### src/rtl/izh_neuron_array.sv
// rtl/izh_neuron_array.sv - N Izhikevich neurons time-multiplexed onto one fixed-point update datapath
// Define IZH_SPIKE_COUNT_EN to add per-neuron saturating spike counters and the spike_cnt probe.
module izh_neuron_array #(
   parameter int N           = 4,
   parameter int V_WIDTH     = 20,
   parameter int FR_WIDTH    = 11,
   parameter int DT_SHIFT    = 2,
   parameter int COUNT_WIDTH = 8
) (
   input  logic                      clk,
   input  logic                      reset,
   input  logic                      start,
   input  logic [2*N-1:0]            mode,
   input  logic [N*V_WIDTH-1:0]      synin,
   input  logic [$clog2(N)-1:0]      probe_sel,
   output logic                      busy,
   output logic                      done,
   output logic [N-1:0]              spikes,
   output logic signed [V_WIDTH-1:0] vout,
   output logic signed [V_WIDTH-1:0] uout
`ifdef IZH_SPIKE_COUNT_EN
   ,
   output logic [COUNT_WIDTH-1:0]    spike_cnt
`endif
);

   localparam int IW   = $clog2(N);
   localparam int W    = 2*V_WIDTH + 4;
   localparam int ONE  = 1 << FR_WIDTH;
   localparam int K_I  = $rtoi(0.04 * ONE + 0.5);
   localparam int AS_I = $rtoi(0.02 * ONE + 0.5);
   localparam int AF_I = $rtoi(0.1 * ONE + 0.5);
   localparam int B_I  = $rtoi(0.2 * ONE + 0.5);

   localparam logic signed [W-1:0] KC   = W'(K_I);
   localparam logic signed [W-1:0] AS   = W'(AS_I);
   localparam logic signed [W-1:0] AF   = W'(AF_I);
   localparam logic signed [W-1:0] BC   = W'(B_I);
   localparam logic signed [W-1:0] FIVE = W'(5);
   localparam logic signed [W-1:0] OFS  = W'(140 * ONE);
   localparam logic signed [W-1:0] THR  = W'(30 * ONE);
   localparam logic signed [W-1:0] D_RS = W'(8 * ONE);
   localparam logic signed [W-1:0] D_IB = W'(4 * ONE);
   localparam logic signed [W-1:0] D_LO = W'(2 * ONE);
   localparam logic signed [V_WIDTH-1:0] C_RS  = V_WIDTH'(-65 * ONE);
   localparam logic signed [V_WIDTH-1:0] C_IB  = V_WIDTH'(-55 * ONE);
   localparam logic signed [V_WIDTH-1:0] C_CH  = V_WIDTH'(-50 * ONE);
   localparam logic signed [V_WIDTH-1:0] V_RST = V_WIDTH'(-65 * ONE);
   localparam logic signed [V_WIDTH-1:0] U_RST = V_WIDTH'((B_I * (-65 * ONE)) >>> FR_WIDTH);

   typedef enum logic {IDLE, RUN} state_t;

   state_t                    state;
   logic [IW-1:0]             idx;
   logic [N-1:0]              shadow;
   logic signed [V_WIDTH-1:0] v [N];
   logic signed [V_WIDTH-1:0] u [N];

   logic [1:0]                m;
   logic signed [W-1:0]       vx, ux, ix, a, d, vv, dv, vn, bv, du, un;
   logic signed [V_WIDTH-1:0] c, v_next, u_next;
   logic                      spike;
   logic [N-1:0]              shadow_next;

   // Datapath always evaluates neuron idx; results are only committed in RUN.
   always_comb begin
      m  = mode[2*idx +: 2];
      vx = W'(v[idx]);
      ux = W'(u[idx]);
      ix = W'($signed(synin[idx*V_WIDTH +: V_WIDTH]));
      case (m)
         2'b00:   begin c = C_RS; d = D_RS; end
         2'b01:   begin c = C_IB; d = D_IB; end
         2'b10:   begin c = C_CH; d = D_LO; end
         default: begin c = C_RS; d = D_LO; end
      endcase
      a  = (m == 2'b11) ? AF : AS;
      vv = (vx * vx) >>> FR_WIDTH;
      dv = ((vv * KC) >>> FR_WIDTH) + FIVE * vx + OFS - ux + ix;
      vn = vx + (dv >>> DT_SHIFT);
      bv = (BC * vx) >>> FR_WIDTH;
      du = (a * (bv - ux)) >>> FR_WIDTH;
      un = ux + (du >>> DT_SHIFT);
      spike  = (vn >= THR);
      v_next = spike ? c : V_WIDTH'(vn);
      u_next = V_WIDTH'(spike ? un + d : un);
      shadow_next      = shadow;
      shadow_next[idx] = shadow[idx] | spike;
   end

   always_ff @(posedge clk) begin
      if (reset) begin
         state  <= IDLE;
         idx    <= '0;
         busy   <= 1'b0;
         done   <= 1'b0;
         spikes <= '0;
         shadow <= '0;
         vout   <= V_RST;
         uout   <= U_RST;
         for (int i = 0; i < N; i++) begin
            v[i] <= V_RST;
            u[i] <= U_RST;
         end
      end else begin
         done <= 1'b0;
         vout <= v[probe_sel];
         uout <= u[probe_sel];
         case (state)
            IDLE: begin
               if (start) begin
                  state  <= RUN;
                  idx    <= '0;
                  busy   <= 1'b1;
                  shadow <= '0;
               end
            end
            RUN: begin
               v[idx] <= v_next;
               u[idx] <= u_next;
               shadow <= shadow_next;
               if (idx == IW'(N-1)) begin
                  state  <= IDLE;
                  busy   <= 1'b0;
                  done   <= 1'b1;
                  spikes <= shadow_next;
               end else begin
                  idx <= idx + 1'b1;
               end
            end
            default: state <= IDLE;
         endcase
      end
   end

`ifdef IZH_SPIKE_COUNT_EN
   logic [COUNT_WIDTH-1:0] cnt [N];

   always_ff @(posedge clk) begin
      if (reset) begin
         spike_cnt <= '0;
         for (int i = 0; i < N; i++) cnt[i] <= '0;
      end else begin
         spike_cnt <= cnt[probe_sel];
         if (state == RUN && spike && cnt[idx] != '1)
            cnt[idx] <= cnt[idx] + 1'b1;
      end
   end
`endif

endmodule

### config.mk
export PLATFORM = sky130hd
export DESIGN_NAME = izh_neuron_array
export DESIGN_NICKNAME = d
export VERILOG_FILES = /design/src/rtl/izh_neuron_array.sv
export SDC_FILE = /design/constraint.sdc
export NUM_CORES = 2
export LEC_CHECK = 0
export CELL_PAD_IN_SITES_DETAIL_PLACEMENT = 2
export CELL_PAD_IN_SITES_GLOBAL_PLACEMENT = 2
export CORE_MARGIN = 4
export CORE_UTILIZATION = 43
export DETAILED_ROUTE_END_ITERATION = 8
export PLACE_DENSITY = 0.94
export SETUP_SLACK_MARGIN = 0.4
export SYNTH_ARGS = -nofsm -noshare
export SYNTH_HDL_FRONTEND = slang
export SYNTH_SLANG_ARGS = --single-unit
### constraint.sdc
create_clock -name clk -period 19.35 [get_ports clk]
set_input_delay 2.9025 -clock clk [delete_from_list [all_inputs] [get_ports clk]]
set_output_delay 2.9025 -clock clk [all_outputs]
set_load 0.01 [all_outputs]
==> results.md, run 1 <==
- Avg Cell Area, Syn: 10.13 µm²
- Synth Area in Simple Gates: 9.732%
- Number of synthesized flops with an enable pin: 160
- Syn nets: 5147
- Fraction of the yosys area taken by sequential cells: 15.00%
- Adder-Cell Fraction of Synth Area: 49.02%
- PortBufs: 138
- All-Layer GR Usage: 63.77%
- Fraction of registers with async set/reset: 0%
- Cell area after synthesis: 39370 µm²
- CTS Buf Count: 23
- Clock tree sinks: 215
- Root Driver: clkbuf_16
- Cell accounting for the most synthesized area: fa_1
- Gpl congestion: 0.8762
- Outcome: did not finish
- # H-tree levels: 1
- Mux cell area share after synthesis: 6.201%
- Largest net degree at the start of global routing: 59
- Xor/xnor cell area share of the yosys netlist: 4.040%
- FF+latch count, synth: 215
- First error: [ERROR GRT-0232] Routing congestion too high. Check the congestion heatmap in the GUI.
- Ys Warns: 0
- # hold bufs at CTS: 0
- Final HPWL DP: 146200 µm
- Die Y: 310.6 µm
- Main area contributors after synthesis: fa_1, ha_1, edfxtp_1
- Clock Path Buffers: 3
- Compound-gate portion of the synthesized area: 7.056%
- Post-Place Worst Slack: -1602 ps
- Grt repair worst endpoint: u[3][19]$_DFFE_PP_/D
- Post-synth top area share: 31.73%
- Initial core utilization: 43.53%
- Netlist cell types: 79
- Main combinational cell family by area after synthesis: adder cells
- Ports: 139
- FP Rows: 110
- Die Width: 310.6 µm
- Prevailing post-synth register cell: edfxtp_1
- Grt ovf: 2
- Failed at: 5_1_grt
- Synthesized instance count: 3886
- Worst ep type: sequential cell input
## timing repair
action,CTS
cloned,3
gates resized for setup,117
setup endpoints to repair,120
pin swaps,12
setup buffers,22
## per-layer routing
metal / track usage [%] / GRT overflow
met1: 60.59 / 0
met2: 83.49 / 1
met3: 45.18 / 0
met4: 69.92 / 1
met5: 16.75 / 0
## cell usage after synthesis, types with 22 or more instances
library cell,instances
inv_1,843
fa_1,624
ha_1,544
nor2_1,267
nand2_1,252
edfxtp_1,160
xnor2_1,133
a21oi_1,124
mux4_2,84
nor2b_1,70
clkbuf_1,58
o21ai_0,57
dfxtp_1,55
a21o_1,48
xor2_1,46
nand3_1,41
nor3_1,40
and2_1,38
o21a_1,30
mux2i_1,29
nand2b_1,29
or2_2,28
o21bai_1,27
mux2_2,22
## stage by stage
stage | cell area (µm²) | instances | hold slack (ps) | TNS, ps
detailed placement | 42420 | 5184 | 464.7 | -166050
floorplan | 39370 | 3886 | 444.8 | 0
global placement | 42420 | 5184 | 448.8 | 0
CTS | 43920 | 5251 | 483.4 | 0
## kinds of logic after synthesis
kind of cell | after synthesis
xor+xnor | 180
buf+inv | 935
simple gates | 830
mux | 136
compound gates | 422
fa+ha+maj | 1168
flops | 215
==> run 2, diff against run 1 <==
Settings changed: CELL_PAD_IN_SITES_DETAIL_PLACEMENT 2 to not set, CELL_PAD_IN_SITES_GLOBAL_PLACEMENT 2 to not set, CORE_UTILIZATION 43 to 40, PLACE_DENSITY 0.94 to not set, PLACE_DENSITY_LB_ADDON set to 0.15, SETUP_SLACK_MARGIN 0.4 to not set.
==> results.md, run 2 <==
- Prevailing post-synth register cell: edfxtp_1
- Max Freq: 54.42 MHz
- Die Y: 321.7 µm
- Fin Hold WS: 457.2 ps
- Die Width: 321.7 µm
- Worst EP arrival: 18650 ps
- Cell area after synthesis: 39370 µm²
- Clock transition at path regs: 70 ps
- Drt first-iter violations: 1847
- Setup Skew: 22.24 ps
- Top-count cell post-synth: inv_1
- Hold crit path type: reg -> reg
- # H-tree levels: 1
- Final number of hold-violating endpoints: 0
- Post-Place Worst Slack: 276.1 ps
- Routed Wire Length: 101400 µm
- Ys Warns: 0
- CP Capture Type: flip-flop
- Clock Path Buffers: 3
- Largest net degree at the start of global routing: 59
- Critical-path maximum fanout: 23
- Global-route wire length before repair: 162100 µm
- CP dominant cell by count: fa_1
- Area Growth Syn to Fin: 9.964%
- Net count, final: 5296
- All-Layer GR Usage: 20.18%
- CP Data Required Time: 19630 ps
- Placed Area: 42580 µm²
- Number of synthesized flops with an enable pin: 160
- Vias: 27166
- PortBufs: 138
- Most frequent cells in the layout: inv_1, fa_1, ha_1
- FF+latch count, synth: 215
- FF/Latch Area: 5916 µm²
- Critical Path Slowest Stage Cell: fa_1
- CP Launch Type: flip-flop
- Top cells by count, synth: inv_1, fa_1, ha_1
- Main area contributors after synthesis: fa_1, ha_1, edfxtp_1
- Final Critical Period: 18380 ps
- Vias in the first global route: 28024
- Synthesized instance count: 3886
- Slew @ Worst Pin: 1009 ps
- FP Rows: 114
- Post-route ant nets: 0
- CP top delay family: adder cells
- Area of the core: 97140 µm²
- Met1 usage: 30.61%
- GR Util met2: 32.39%
- Max-Slew Margin vs Limit: 31.01%
- Die area: 103500 µm²
- Max cap viols: 0
- Crit Path Category: reg -> reg
- Netlist cell types: 79
- Design area: 43290 µm²
- Cell accounting for the most synthesized area: fa_1
- Initial core utilization: 40.53%
- Top flop regs: u: 80 flops, v: 80 flops
- Post-route setup slack: 974.0 ps
- GRT met3 Usage: 2.011%
- Grt ovf: 0
- Fraction of the yosys area taken by sequential cells: 15.00%
- Final HPWL DP: 85550 µm
- Max incr delay on CP: 570 ps
- DRC viols: 0
- Avg Cell Area, Syn: 10.13 µm²
- Filler cells: 9365
- Gpl congestion: 0.8494
- Most common cell after layout, fill and taps aside: inv_1
- Most Crowded Layer GR: met2
- Multi-input logic area: 30020 µm²
- Via density: 5.101
- # diodes: 0
- Final period utilization: 94.97%
- Setup-failing EPs final: 0
- CTS Buf Count: 21
- Wire per inst: 19.04 µm
- Share of cells above drive strength 1: 6.864%
- Root Driver: clkbuf_16
- Final Max Slew Viols: 0
- CP bufs+invs: 12
- Setup TNS: 0 ps
- # hold bufs at CTS: 0
- Antenna violations before repair: 2
- Worst-Skew Late Latency: 540 ps
- Syn nets: 5147
- Fraction of registers with async set/reset: 0%
- Outcome: complete, no violations
- Clock tree sinks: 215
- Post-synth top area share: 31.73%
- Ports: 139
- CTS tree: built
- Pre-Repair DR Iteration Count: 6
- RSZ-0062 raised after global routing: false
## run 2: cell type report
type / count / area share (%)
Tap cell: 1276 / 3.688
Multi-Input combinational cell: 2736 / 69.35
Sequential cell: 215 / 13.67
Inverter: 853 / 7.405
Timing Repair Buffer: 208 / 4.437
Clock buffer: 30 / 1.338
Clock inverter: 8 / 0.1185
## run 2: cells by family after synthesis
kind of cell               share of synthesized area (%)
adders and majority gates                          49.02
buffers and inverters                              8.944
and+or+nand+nor                                    9.732
AOI/OAI and AO/OA                                  7.056
DFF                                                15.00
xor gates and xnor gates                           4.040
muxes                                              6.201
## run 2: final timing paths
check | from | endpoint | slack (ps) | cells after the start
worst max register to register | flip-flop | u[3][19] | 970 | 62
worst min-delay path | spikes[3] | spikes[3] | 460 | 2
worst min register to register | spikes[3] | spikes[3] | 460 | 2
worst max-delay path | flip-flop | u[3][19] | 970 | 62
## run 2: worst reg2reg max path, delay by kind of cell (launching register included)
| family | cells | cell delay (ps) |
|---|---|---|
| AND/OR/NAND/NOR | 10 | 2260 |
| buffers and inverters | 12 | 1440 |
| multiplexers | 3 | 890 |
| flip-flops | 1 | 540 |
| adder cells (fa/ha/maj) | 17 | 7650 |
| XOR/XNOR | 4 | 920 |
| AO/OA/AOI/OAI | 16 | 4400 |
## run 2: timing repair
action / in CTS / in global routing
setup endpoints to repair: 0 / 120
resized for setup: 0 / 17
setup buffers: 0 / 1
## run 2: per-layer routing
metal	share of wire [%]	vias up
li1	-	12864
met1	48	13657
met2	45	589
met3	4.9	56
met4	1.3	0
met5	0	-
## run 2: per-stage QoR
stage               cells  util [%]
floorplan            3886         -
global placement     5287     43.84
detailed placement   5287     43.84
CTS                  5325     44.49
global route         5326     44.56
finish               5326     44.56
Power of run 2 is left out: the tool's default activity adds up to more than one toggle a clock period on the data nets, which glitch-free logic cannot reach.
